File: src/rtl/opnd_buf.sv
// Operand A/B FIFO between decode and ALU with flush, count and sticky overflow.
// Optional same-cycle empty bypass under `define OPBUF_BYPASS_EN.
module opnd_buf #(
  parameter int WIDTH = 16,
  parameter int DEPTH = 4
) (
  input  logic                     clk,
  input  logic                     rst,
  input  logic                     flush,
  input  logic                     in_valid,
  output logic                     in_ready,
  input  logic [WIDTH-1:0]         in_a,
  input  logic [WIDTH-1:0]         in_b,
  output logic                     out_valid,
  input  logic                     out_ready,
  output logic [WIDTH-1:0]         out_a,
  output logic [WIDTH-1:0]         out_b,
  output logic [$clog2(DEPTH):0]   count,
  output logic                     ovf_err
);

  localparam int AW = $clog2(DEPTH);
  localparam int CW = AW + 1;
  localparam logic [AW-1:0] P_ONE = AW'(1);
  localparam logic [CW-1:0] C_ONE = CW'(1);
  localparam logic [CW-1:0] C_FULL = CW'(DEPTH);

  logic [2*WIDTH-1:0] mem_q [DEPTH];
  logic [2*WIDTH-1:0] head;

  logic [AW-1:0] wr_ptr_q, wr_ptr_d;
  logic [AW-1:0] rd_ptr_q, rd_ptr_d;
  logic [CW-1:0] count_q, count_d;
  logic          ovf_q, ovf_d;

  logic empty;
  logic byp;
  logic byp_take;
  logic push;
  logic pop;
  logic wr_en;
  logic rd_adv;

  assign empty    = (count_q == '0);
  assign in_ready = (count_q != C_FULL);
  assign count    = count_q;
  assign ovf_err  = ovf_q;

`ifdef OPBUF_BYPASS_EN
  assign byp = empty & in_valid & ~flush;
`else
  assign byp = 1'b0;
`endif

  assign out_valid = ~empty | byp;
  assign head      = mem_q[rd_ptr_q];

  always_comb begin
    out_a = '0;
    out_b = '0;
    if (!empty) begin
      out_a = head[2*WIDTH-1:WIDTH];
      out_b = head[WIDTH-1:0];
    end else if (byp) begin
      out_a = in_a;
      out_b = in_b;
    end
  end

  assign push     = in_valid & in_ready;
  assign pop      = out_valid & out_ready;
  // A bypassed pair taken by the ALU never touches storage
  assign byp_take = byp & out_ready;
  assign wr_en    = push & ~flush & ~byp_take;
  assign rd_adv   = pop & ~empty & ~flush;

  always_comb begin
    wr_ptr_d = wr_ptr_q;
    rd_ptr_d = rd_ptr_q;
    count_d  = count_q;
    ovf_d    = ovf_q;
    if (flush) begin
      wr_ptr_d = '0;
      rd_ptr_d = '0;
      count_d  = '0;
      ovf_d    = 1'b0;
    end else begin
      if (in_valid && !in_ready) ovf_d = 1'b1;
      if (wr_en) wr_ptr_d = wr_ptr_q + P_ONE;
      if (rd_adv) rd_ptr_d = rd_ptr_q + P_ONE;
      if (wr_en && !rd_adv) count_d = count_q + C_ONE;
      else if (!wr_en && rd_adv) count_d = count_q - C_ONE;
    end
  end

  always_ff @(posedge clk or posedge rst) begin
    if (rst) begin
      wr_ptr_q <= '0;
      rd_ptr_q <= '0;
      count_q  <= '0;
      ovf_q    <= 1'b0;
    end else begin
      wr_ptr_q <= wr_ptr_d;
      rd_ptr_q <= rd_ptr_d;
      count_q  <= count_d;
      ovf_q    <= ovf_d;
    end
  end

  always_ff @(posedge clk) begin
    if (wr_en) mem_q[wr_ptr_q] <= {in_a, in_b};
  end

endmodule

File: config.mk
export PLATFORM = sky130hd
export DESIGN_NAME = opnd_buf
export DESIGN_NICKNAME = d
export VERILOG_FILES = /design/src/rtl/opnd_buf.sv
export SDC_FILE = /design/constraint.sdc
export NUM_CORES = 1
export LEC_CHECK = 0
export BUFFER_PORTS_ARGS = -buffer_cell sky130_fd_sc_hd__buf_2
export CORE_MARGIN = 2
export CORE_UTILIZATION = 57
export CTS_CLUSTER_DIAMETER = 100
export DETAILED_ROUTE_END_ITERATION = 8
export GPL_TIMING_DRIVEN = 0
export PLACE_DENSITY = 0.79
export SYNTH_ARGS = -nofsm -noshare
export SYNTH_HDL_FRONTEND = slang
export SYNTH_SLANG_ARGS = --single-unit
File: constraint.sdc
create_clock -name clk -period 2.6 [get_ports clk]
set_clock_uncertainty 0.2 [all_clocks]
set_input_delay 0.52 -clock clk [delete_from_list [all_inputs] [get_ports clk]]
set_output_delay 0.52 -clock clk [all_outputs]
set_load 0.005 [all_outputs]
; After elaboration in Yosys (flattened, before gate mapping)
; Memories as Yosys holds them, arrays and structs flattened.
; Index checks and enable logic that the tools add are counted.
[classes]
n_addsub = 4
n_eq_ne = 1
mux = 13
n_bitwise = 7
reduce_logical = 11
[op_table]
columns = operator, n
row1 = two-way mux 16 bit, 2
row2 = two-way mux 3 bit, 3
row3 = two-way mux 2 bit, 4
row4 = nonzero test 2 bit, 3
row5 = AND 1 bit, 5
row6 = adder 2 x 1 -> 2 bit (second input constant), 2
row7 = two-way mux 1 bit, 4
row8 = adder 3 x 1 -> 3 bit (second input constant), 1
row9 = logical AND 1 bit, 3
row10 = logical NOT 1 bit, 3
row11 = logical NOT 3 bit, 1
row12 = != test 3 bit (second input constant), 1
row13 = nonzero test 3 bit, 1
row14 = subtractor 3 x 1 -> 3 bit (second input constant), 1
row15 = NOT 1 bit, 2
[word_totals]
register_bits = 8
mem_bits_rw = 128
inputBits = 37
output_inout_bits = 38
elab_cells = 41
n_memories = 1
[mem_list]
columns = name, words, width, read_ports, rd_clocked_by_memory_dff, wr, line_no
row1 = mem_q, 4, 32, 1, 0, 1, 28  ; logic [2*WIDTH-1:0] mem_q [DEPTH];

; Logic depth before layout (Yosys ltp)
[logic_depth]
ltp_word = 9
ltp_mapped = 8
depth_no_buf = 7

; Worst setup path before layout
; Ideal clock, no wire load.
[synth_path]
path_type = input to register
from = input port in_valid
to = memory mem_q[2][0] in the netlist's numbering, enable pin
setup_ps = 392
t_arrival_ps = 1866
setup_slack_ps = 142
cell_stages = 4
path_buffers = 1
path_cell_list = buf_2 -> inv_1 -> nor3_1 -> and2_1
[synth_via]
elab_chain_len = 4
[synth_lines]
columns = item, line_no
row1 = "start, declared", 10  ; input logic in_valid,
row2 = AND 1 bit, 70  ; assign push = in_valid & in_ready;
row3 = AND 1 bit, 74  ; assign wr_en = push & ~flush & ~byp_take;
row4 = two-way mux 1 bit, 111  ; if (wr_en) mem_q[wr_ptr_q] <= {in_a, in_b};
row5 = two-way mux 1 bit (not written as such), 111
row6 = "end, declared", 28
; Every way passes these cells.

; Worst setup path in the final report
[layout_path]
from = register rd_ptr_q[0]
to = output port out_b[11]
[layout_via]
elab_chain_len = 2
[layout_lines]
columns = item, line_no
row1 = "start, declared", 32  ; logic [AW-1:0] rd_ptr_q, rd_ptr_d;
row2 = "start signal, assigned", 104  ; rd_ptr_q <= rd_ptr_d;
row3 = memory read (4 x 32 bit), n/a
row4 = two-way mux 16 bit, 61  ; if (!empty) begin
row5 = "end, declared", 17  ; output logic [WIDTH-1:0] out_b,
; Every way passes these cells.

==> key figures <==
Worst setup path
  • Critical path depth: 5
  • Crit-path max cell delay: roughly 0.5 ns
  • Critical path buffer and inverter count: 3
  • Largest delay contributor family on the critical path: multiplexers
  • Worst path arrival time: 1.98 ns
  • Crit-path cells: buf_6, buf_12, mux4_2, nor2b_1, buf_2
  • CP Launch Type: flip-flop
  • Critical Path Sink Type: output pin
  • Crit Path Category: flip-flop to output pin
  • CP required: between 1.5 and 2 ns
  • Critical path peak fanout: 9
  • Reg2Reg Depth: 3
  • Slowest-stage cell, CP: mux4_2

Synthesis
  • Avg Cell Area, Syn: ~20 µm²
  • Post-Synthesis Net Count: between 300 and 400
  • Number of different library cells in the post-synthesis netlist: 33
  • Mapped Area: 5440 µm²
  • Seq/Total Area, Yosys: 0.744
  • Yosys reg bits: 136
  • YS warnings: 0
  • Syn Inst Count: 271

Floorplan
  • Die Y: 102 µm
  • I/O Pins: between 70 and 80
  • Row count: 35
  • Effective utilization at floorplan: 0.589
  • Die area: between 10000 and 15000 µm²
  • Die X: 102 µm
  • Core ar.: between 9000 and 10000 µm²

Timing
  • Minimum clock period: about 2.7 ns
  • Final setup violating endpoints: 32
  • Slew Limit Fails: 0
  • Relative slew slack: 0.386
  • Final Hold Viols: 0
  • RSZ-0062 raised after global routing: yes
  • Worst-Margin Slew: between 0.9 and 1 ns
  • Worst setup margin: -0.102 ns
  • Final period util: 1.04
  • Achievable frequency: ~370 MHz

Finish
  • Share of post-route cells with drive strength above 1: 0.446
  • Layout area overhead: 24.4%
  • Post-Layout Cell Count: about 510
  • Commonest non-fill, non-tap cells in the layout: 128 x edfxtp_1, 74 x buf_2, 32 x mux4_2, 26 x nor2b_1, 17 x clkbuf_16
  • Diode count: 0
  • Fin nets: between 400 and 500
  • Util after Layout: 0.732
  • Commonest non-fill, non-tap cell in the layout: edfxtp_1

Route
  • Post-DRT Antenna Nets: 0
  • Pre-Repair DR Iteration Count: 5
  • Vias per inst: between 5 and 6
  • Vias: around 2800
  • 1st-iter DRT viols: 119
  • Total wire length: a little under 10 mm
  • DRC Markers: 0
  • Avg WL per Cell: about 19 µm

Pwr
  • Sequential power share: 0.366
  • Pint: approximately 5.2 mW
  • Combinational power share: 0.307
  • Clock network power share: 0.328
  • Total power: slightly above 7 mW
  • Leak Pwr: between 2 and 2.5 nW
  • Max VDD drop: between 0.0005 and 0.0006 V
  • Switching Share: 0.272
  • Switching pwr: just under 2 mW
  • Pwr dens: about 1100 nW/µm²

Clock network
  • TritonCTS Buffers: 17
  • Htree depth: 4
  • CTS Root Cell: clkbuf_8
  • Worst-path clk slew: roughly 0.06 ns
  • Num Clock Sinks: about 140
  • TritonCTS clock tree: built
  • Max clock buf depth: 2
  • Worst skew pair latency: 0.50 ns

Place
  • PortBufs: between 70 and 80
  • Routability cong.: 0.815
  • DPL Wire Length: between 5 and 6 mm
  • Placed Cells: roughly 470

Run
  • MaxCap Viol Count: 0

Status
  • Status: finished, violations left
  • Failing checks: setup timing

GRT
  • Grt ovf: 0
  • Largest net degree at the start of global routing: 33
  • Tot GR Track Use: 0.205
  • Vias in the first global route: ~2800
  • Initial antenna violation count: 1
  • Global-route wire length before repair: around 15 mm

Hold path
  • Hold/Removal Path Class: input pin to flip-flop
  • Hold Path Stages: 1
cells by family after synthesis:
family	share of synthesized area
muxes	0.137
adders and majority gates	0.0129
xor gates and xnor gates	0.00322
DFF	0.744
AOI/OAI and AO/OA	0.0221
and+or+nand+nor	0.0557
buffers and inverters	0.0255
stage by stage:
| step | setup TNS (ns) | worst slack [ns] | hold slack, ns | cell area, µm² |
|---|---|---|---|---|
| after floorplan | 0 | 0.142 | 0.136 | 5440 |
| after global placement | -67.27 | -0.554 | 0.271 | 5960 |
| after detailed placement | -1.28 | -0.0539 | 0.293 | 5970 |
| after CTS | -3.08 | -0.147 | 0.00441 | 6660 |
| after global routing | -4.56 | -0.169 | 0.00525 | 6770 |
| final | -2.22 | -0.102 | 0.0238 | 6770 |
path summary, 6_finish.rpt:
kind | start | slack (ns) | end
hold reg to reg | ovf_err | 0.32 | ovf_err
min in group asynchronous | rst | 0.31 | count[1]
hold / removal | in_b[8] | 0.02 | mem_q[1][8]
setup reg to reg | count[2] | 0.14 | mem_q[0][15]
max in group asynchronous | rst | 1.63 | count[2]
setup / recovery | rd_ptr_q[0] | -0.10 | out_b[11]
worst register-to-register path: stages, from the launching register on:
cell and delay (ns):
dfrtp_2 0.48, nor3b_4 0.19, nor3_1 0.35, and2_2 0.84
sequential cells by signal, indices dropped and copies added (netlist names):
| register | cells |
|---|---|
| rd_ptr_q | 2 |
| count | 3 |
| mem_q | 128 |
| ovf_err | 1 |
| wr_ptr_q | 2 |
routing by layer:
metal,track usage,up-vias,share of wire
li1,-,1273,-
met1,0.260,1407,0.43
met2,0.340,92,0.51
met5,0,-,0.0013
met3,0.0621,9,0.051
met4,0.0748,2,0.011
power groups by stage:
stage / clock (mW) / sequential (mW) / combinational (mW)
2_1_floorplan: 0 / 2.63 / 1.19
3_3_place_gp: 0 / 2.64 / 1.80
3_5_place_dp: 0 / 2.64 / 1.83
4_1_cts: 2.37 / 2.61 / 2.00
5_1_grt: 2.48 / 2.62 / 2.39
6_report: 2.34 / 2.61 / 2.19
repair_timing:
action                     in CTS  in global routing
setup buffers                   4                  3
pin swaps                       1                  1
setup endpoints to repair      33                153
hold endpoints to repair        8                  0
hold buffers                    1                  0
resized for setup              20                 14
cloned                          0                  1
final cells by class:
type	count	area, µm²
plain buffers	15	159
clock buffers	18	418
clock inverters	14	173
fillers	568	2470
inverters	10	37.5
multi-input cells	109	1320
flip-flops and latches	136	4050
well taps	129	161
repair buffers	81	448
cell usage after synthesis (all sizes together):
library cell / instances / share of area
a211o: 1 / 0.0016
a211oi: 1 / 0.0014
a21o: 1 / 0.0014
a21oi: 3 / 0.0028
a311oi: 1 / 0.0016
a31o: 1 / 0.0016
and2: 5 / 0.0058
and3b: 1 / 0.0016
buf: 11 / 0.015
clkbuf: 5 / 0.0035
dfrtp: 8 / 0.037
edfxtp: 128 / 0.71
fa: 1 / 0.0037
ha: 4 / 0.0092
inv: 10 / 0.0069
mux2: 1 / 0.0028
mux2i: 1 / 0.0018
mux4: 32 / 0.13
nand3: 2 / 0.0018
nor2: 8 / 0.0055
nor2b: 32 / 0.037
nor3: 2 / 0.0028
nor3b: 1 / 0.0014
o211a: 1 / 0.0018
o211ai: 1 / 0.0014
o21a: 1 / 0.0014
o21ai: 3 / 0.0028
o311ai: 1 / 0.0016
o31ai: 2 / 0.0028
xor2: 2 / 0.0032
Note: power is estimated with default switching activity, not from simulation.
